## src/rtl/pc_sequencer_if.sv

```systemverilog
// Request/response bundle between the PC sequencer and its surrounding fetch logic.
// The master side raises requests and owns the PC register; the slave side is the sequencer.
interface pc_sequencer_if;
  localparam int unsigned PC_W = 4;

  logic [PC_W-1:0] pc_value;
  logic            stall;
  logic            halt_req;
  logic            resume_req;
  logic            jump_req;
  logic [PC_W-1:0] jump_addr;
  logic            irq_req;
  logic            iret_req;
  logic            call_req;
  logic            ret_req;
  logic            pc_load;
  logic [PC_W-1:0] pc_load_value;
  logic            irq_ack;
  logic            stk_err;
  logic [1:0]      state;

  modport master (
    output pc_value, stall, halt_req, resume_req, jump_req, jump_addr,
           irq_req, iret_req, call_req, ret_req,
    input  pc_load, pc_load_value, irq_ack, stk_err, state
  );

  modport slave (
    input  pc_value, stall, halt_req, resume_req, jump_req, jump_addr,
           irq_req, iret_req, call_req, ret_req,
    output pc_load, pc_load_value, irq_ack, stk_err, state
  );
endinterface

```

## src/rtl/pc_sequencer.sv

```systemverilog
// PC sequencer: picks one PC action per cycle (boot, irq, iret, call/ret, jump, halt, stall, increment).
// Define PC_SEQ_RETSTACK_EN to build in the 4-entry subroutine return stack.
module pc_sequencer #(
  parameter logic [3:0] BOOT_ADDR  = 4'h0,
  parameter logic [3:0] IRQ_VECTOR = 4'hC
) (
  input  logic           clk,
  input  logic           reset,
  pc_sequencer_if.slave  bus
);

  localparam int unsigned PC_W = 4;

  localparam logic [1:0] ST_BOOT = 2'b00;
  localparam logic [1:0] ST_RUN  = 2'b01;
  localparam logic [1:0] ST_IRQ  = 2'b10;
  localparam logic [1:0] ST_HALT = 2'b11;

  logic [1:0]      state_q, state_d;
  logic [1:0]      hret_q, hret_d;
  logic [PC_W-1:0] epc_q, epc_d;
  logic [PC_W-1:0] pc_inc;

  logic            pc_load_c;
  logic [PC_W-1:0] pc_load_value_c;
  logic            irq_ack_c;
  logic            stk_err_c;

  assign pc_inc = bus.pc_value + PC_W'(1);

`ifdef PC_SEQ_RETSTACK_EN
  localparam int unsigned STK_DEPTH = 4;
  localparam int unsigned STK_IDX_W = 2;
  localparam int unsigned SP_W      = 3;

  logic [PC_W-1:0] stk_q [STK_DEPTH];
  logic [SP_W-1:0] sp_q, sp_d;
  logic            push_c;
  logic            stk_full;
  logic            stk_empty;
  logic [PC_W-1:0] stk_top;

  assign stk_full  = (sp_q == SP_W'(STK_DEPTH));
  assign stk_empty = (sp_q == SP_W'(0));
  assign stk_top   = stk_q[STK_IDX_W'(sp_q - SP_W'(1))];

  // Return stack storage; sp counts valid entries, push writes slot sp.
  always_ff @(posedge clk or posedge reset) begin
    if (reset) begin
      sp_q <= '0;
      for (int i = 0; i < int'(STK_DEPTH); i++) stk_q[i] <= '0;
    end else begin
      sp_q <= sp_d;
      if (push_c) stk_q[STK_IDX_W'(sp_q)] <= pc_inc;
    end
  end
`endif

  // State, exception return PC and halt-return state.
  always_ff @(posedge clk or posedge reset) begin
    if (reset) begin
      state_q <= ST_BOOT;
      hret_q  <= ST_RUN;
      epc_q   <= '0;
    end else begin
      state_q <= state_d;
      hret_q  <= hret_d;
      epc_q   <= epc_d;
    end
  end

  // Next-state and zero-latency PC control; one action per cycle in priority order.
  always_comb begin
    state_d         = state_q;
    hret_d          = hret_q;
    epc_d           = epc_q;
    pc_load_c       = 1'b0;
    pc_load_value_c = bus.pc_value;
    irq_ack_c       = 1'b0;
    stk_err_c       = 1'b0;
`ifdef PC_SEQ_RETSTACK_EN
    push_c          = 1'b0;
    sp_d            = sp_q;
`endif

    case (state_q)
      ST_BOOT: begin
        pc_load_c       = 1'b1;
        pc_load_value_c = BOOT_ADDR;
        state_d         = ST_RUN;
      end

      ST_HALT: begin
        pc_load_c = 1'b1;
        if (bus.resume_req) state_d = hret_q;
      end

      default: begin
        if (bus.irq_req && (state_q == ST_RUN)) begin
          pc_load_c       = 1'b1;
          pc_load_value_c = IRQ_VECTOR;
          epc_d           = pc_inc;
          irq_ack_c       = 1'b1;
          state_d         = ST_IRQ;
        end else if (bus.iret_req && (state_q == ST_IRQ)) begin
          pc_load_c       = 1'b1;
          pc_load_value_c = epc_q;
          state_d         = ST_RUN;
        end
`ifdef PC_SEQ_RETSTACK_EN
        else if (bus.ret_req) begin
          pc_load_c = 1'b1;
          if (stk_empty) begin
            stk_err_c = 1'b1;
          end else begin
            pc_load_value_c = stk_top;
            sp_d            = sp_q - SP_W'(1);
          end
        end else if (bus.call_req) begin
          pc_load_c = 1'b1;
          if (stk_full) begin
            stk_err_c = 1'b1;
          end else begin
            pc_load_value_c = bus.jump_addr;
            push_c          = 1'b1;
            sp_d            = sp_q + SP_W'(1);
          end
        end
`else
        // Without the stack a call degenerates to a jump and ret falls through.
        else if (bus.call_req) begin
          pc_load_c       = 1'b1;
          pc_load_value_c = bus.jump_addr;
        end
`endif
        else if (bus.jump_req) begin
          pc_load_c       = 1'b1;
          pc_load_value_c = bus.jump_addr;
        end else if (bus.halt_req) begin
          pc_load_c = 1'b1;
          hret_d    = state_q;
          state_d   = ST_HALT;
        end else if (bus.stall) begin
          pc_load_c = 1'b1;
        end
      end
    endcase

    // Reset takes effect on the outputs immediately, not at the next edge.
    if (reset) begin
      pc_load_c       = 1'b1;
      pc_load_value_c = BOOT_ADDR;
      irq_ack_c       = 1'b0;
      stk_err_c       = 1'b0;
    end
  end

  assign bus.pc_load       = pc_load_c;
  assign bus.pc_load_value = pc_load_value_c;
  assign bus.irq_ack       = irq_ack_c;
  assign bus.stk_err       = stk_err_c;
  assign bus.state         = state_q;

endmodule

```

## src/flat_wrapper.sv

```systemverilog
// flat-port wrapper written by rule: the top's interface ports become plain ports
module pc_sequencer_flat 
#(
  parameter logic [3:0] BOOT_ADDR  = 4'h0,
  parameter logic [3:0] IRQ_VECTOR = 4'hC
)
  (clk, reset, bus_pc_value, bus_stall, bus_halt_req, bus_resume_req, bus_jump_req, bus_jump_addr, bus_irq_req, bus_iret_req, bus_call_req, bus_ret_req, bus_pc_load, bus_pc_load_value, bus_irq_ack, bus_stk_err, bus_state);
  pc_sequencer_if bus_i ();
  input  logic clk;
  input  logic reset;
  input wire logic [$bits(bus_i.pc_value)-1:0] bus_pc_value;
  input wire logic [$bits(bus_i.stall)-1:0] bus_stall;
  input wire logic [$bits(bus_i.halt_req)-1:0] bus_halt_req;
  input wire logic [$bits(bus_i.resume_req)-1:0] bus_resume_req;
  input wire logic [$bits(bus_i.jump_req)-1:0] bus_jump_req;
  input wire logic [$bits(bus_i.jump_addr)-1:0] bus_jump_addr;
  input wire logic [$bits(bus_i.irq_req)-1:0] bus_irq_req;
  input wire logic [$bits(bus_i.iret_req)-1:0] bus_iret_req;
  input wire logic [$bits(bus_i.call_req)-1:0] bus_call_req;
  input wire logic [$bits(bus_i.ret_req)-1:0] bus_ret_req;
  output wire logic [$bits(bus_i.pc_load)-1:0] bus_pc_load;
  output wire logic [$bits(bus_i.pc_load_value)-1:0] bus_pc_load_value;
  output wire logic [$bits(bus_i.irq_ack)-1:0] bus_irq_ack;
  output wire logic [$bits(bus_i.stk_err)-1:0] bus_stk_err;
  output wire logic [$bits(bus_i.state)-1:0] bus_state;
  assign bus_i.pc_value = bus_pc_value;
  assign bus_i.stall = bus_stall;
  assign bus_i.halt_req = bus_halt_req;
  assign bus_i.resume_req = bus_resume_req;
  assign bus_i.jump_req = bus_jump_req;
  assign bus_i.jump_addr = bus_jump_addr;
  assign bus_i.irq_req = bus_irq_req;
  assign bus_i.iret_req = bus_iret_req;
  assign bus_i.call_req = bus_call_req;
  assign bus_i.ret_req = bus_ret_req;
  assign bus_pc_load = bus_i.pc_load;
  assign bus_pc_load_value = bus_i.pc_load_value;
  assign bus_irq_ack = bus_i.irq_ack;
  assign bus_stk_err = bus_i.stk_err;
  assign bus_state = bus_i.state;
  pc_sequencer #(.BOOT_ADDR(BOOT_ADDR), .IRQ_VECTOR(IRQ_VECTOR)) u_core (.clk(clk), .reset(reset), .bus(bus_i));
endmodule
```

## config.mk

```make
export PLATFORM = sky130hd
export DESIGN_NAME = pc_sequencer_flat
export DESIGN_NICKNAME = d
export VERILOG_FILES = /design/src/rtl/pc_sequencer_if.sv /design/src/rtl/pc_sequencer.sv /design/src/flat_wrapper.sv
export SDC_FILE = /design/constraint.sdc
export NUM_CORES = 1
export LEC_CHECK = 0
export CORE_UTILIZATION = 44
export DETAILED_ROUTE_END_ITERATION = 10
export PLACE_DENSITY = 0.91
export SLEW_MARGIN = 20
export SYNTH_ARGS = -nofsm -noshare
export SYNTH_HDL_FRONTEND = slang
export SYNTH_SLANG_ARGS = --single-unit
```

## constraint.sdc

```tcl
create_clock -name clk -period 5.1 [get_ports clk]
set_clock_uncertainty 0.1 [all_clocks]
set_input_delay 0.51 -clock clk [delete_from_list [all_inputs] [get_ports clk]]
set_output_delay 0.51 -clock clk [all_outputs]
set_load 0.01 [all_outputs]
```

==> results.md <==
- Clock transition at path regs: 0.05 ns
- CP max-delay cell: clkdlybuf4s50_1
- Die ar.: 1650 um2
- Clock buffer depth: 2
- Routed via count: 612
- Critical path type: in2out
- Die W: 40.6 um
- Max-cap violations: 0
- Die Height: 40.6 um
- Minimum clock period: 3.03 ns
- Number of global-route vias before repair: 552
- Drt wl/cell: 13.5 um
- Worst EP required: 4.49 ns
- Most used cell, CP: clkdlybuf4s50_1
- Post-CTS Setup Bufs: 0
- Worst path max stage delay: 0.48 ns
- Synth Area per Inst: 9.35 um2
- Drt total wl: 1500 um
- #FFs+latches synth: 8
- Number of flops mapped to enable cells by yosys: 0
- # IOs: 27
- Most frequent cells in the layout: clkdlybuf4s50_1, nand2_1, dfrtp_1
- Via/cell ratio: 5.51
- Most common cell after layout, fill and taps aside: clkdlybuf4s50_1
- Synthesis-to-finish area growth: 41.7%
- CP arrival: 2.42 ns
- Seq/Total Area, Yosys: 0.308
- Core box area: 1350 um2
- Stages on the worst setup path: 5
- Synth Net Count: 93
- Largest net degree at the start of global routing: 12
- Cells after Synth: 70
- Setup_tns: 0 ns
- CP Max Fanout: 6
- Row count: 13
- Worst Hold Class: reg2reg
- Resize count post-CTS: 0
- Synth warn: 0
- Clock sinks: 8
- First-pass DRT Iterations: 3
- Nets@finish: 120
- H-tree levels: 1
- Initial Utilization: 0.485
- CTS root buf: clkbuf_4
- Final antenna-violating net count: 0
- Startpoint types: input pin
- Hold depth: 1
- Synth Flop Type: dfrtp_1
- Total global-route track usage: 0.213
- Cell family with most CP delay: buffers and inverters
- Pleak: 0.384 nW
- Initial DRC Count: 6
- Clk Latency, worst-skew pair: 0.24 ns
- Ys async rst share: 1.00
- # diodes: 0
- Unique masters post-synth: 29
- CP Buf/Inv Count: 2
- RSZ-0062 raised after global routing: no
- Max Slew Vio Count: 0
- Initial antenna violation count: 0
- Drc violations: 0
- Setup violators final: 0
- Grt total ovfl: 0
- Synth Cell Area: 654 um2
- Total CTS buffers: 3
- CTS Hold Bufs: 0
- CTS tree: yes
- IO buf count: 24
- Crit path cell chain: clkdlybuf4s50_1 > nor2_1 > mux2_2 > o221a_2 > clkdlybuf4s50_1
- Worst IR Drop VDD: 340 uV
- Detailed placer's ending HPWL: 1220 um
- Final GP Congestion: 0.740
- Worst R2R Path Depth: 5
- Achievable Freq: 330 MHz
- Tcrit/Tclk final: 0.594
- Final core occ: 0.687
- Status: completed
- Pwr Density: 527 nW/um2
- Critical Path End Type: primary output
- Layout cell share with drive strength beyond 1: 0.115
- First-pass GRT wire length: 2250 um
- Final hold viol count: 0
final cells by class:
cell class	count	area, um2
flip-flops and latches	8	201
multi-input cells	56	425
clock buffers	4	26.3
repair buffers	24	240
inverters	4	15.0
well taps	15	18.8
fillers	111	423
sequential cells by signal, indices dropped and copies added, names as in the netlist:
| name | count |
|---|---|
| u_core.epc_q | 4 |
| u_core.bus.state | 2 |
| u_core.hret_q | 2 |
kinds of logic after synthesis:
kind of cell	Yosys count	share of synthesized area
buffers and inverters	6	0.0421
XOR/XNOR	2	0.0268
adder cells (fa/ha/maj)	5	0.0956
flip-flops	8	0.308
multiplexers	7	0.119
other	1	0.00573
AND/OR/NAND/NOR	19	0.136
AO/OA/AOI/OAI	22	0.268
cells in the mapped netlist (2+ instances only):
cell type  instances  share of area
o21a_1             2          0.023
o21ai_0            5          0.038
dfrtp_1            7           0.27
inv_1              4          0.023
a211oi_1           2          0.023
ha_1               5          0.096
o211ai_1           2          0.023
nand4_1            2          0.019
mux2_1             3          0.052
mux2_2             3          0.052
nor2_1             4          0.023
nand2_1            8          0.046
o221a_2            2          0.034
a221oi_1           2          0.027
nand3_1            3          0.023
a21oi_1            3          0.023
where the power goes:
part / internal [mW] / switching [mW]
clock network: 0.0298 / 0.0196
logic: 0.164 / 0.152
registers: 0.0990 / 0.0244
total: 0.293 / 0.196
routing by layer:
metal	track usage	vias to the layer above	share of wire
met1	0.273	284	0.46
met4	0.125	0	0.0080
li1	-	313	-
met3	0.0333	2	0.043
met2	0.333	13	0.49
met5	0	-	0
through the flow:
stage	std cells	worst slack, ns	instance area [um2]	hold slack [ns]	power (mW)
2_1_floorplan	70	2.93	654	0.249	0.333
3_3_place_gp	107	2.09	901	0.367	0.430
3_5_place_dp	107	2.06	901	0.384	0.439
4_1_cts	111	2.05	927	0.397	0.493
5_1_grt	111	1.97	927	0.424	0.530
6_report	111	2.07	927	0.394	0.488
final timing paths:
path	startpoint	endpoint	slack, ns
worst max register to register	u_core.bus.state[1]	u_core.hret_q[1]	3.15
max in group asynchronous	reset	u_core.hret_q[0]	4.04
min in group asynchronous	reset	u_core.epc_q[0]	0.55
worst min register to register	u_core.hret_q[1]	u_core.hret_q[1]	0.39
worst max-delay path	bus_jump_req	bus_pc_load_value[2]	2.07
worst min-delay path	u_core.hret_q[1]	u_core.hret_q[1]	0.39
Note: power is estimated with default switching activity, not from simulation.
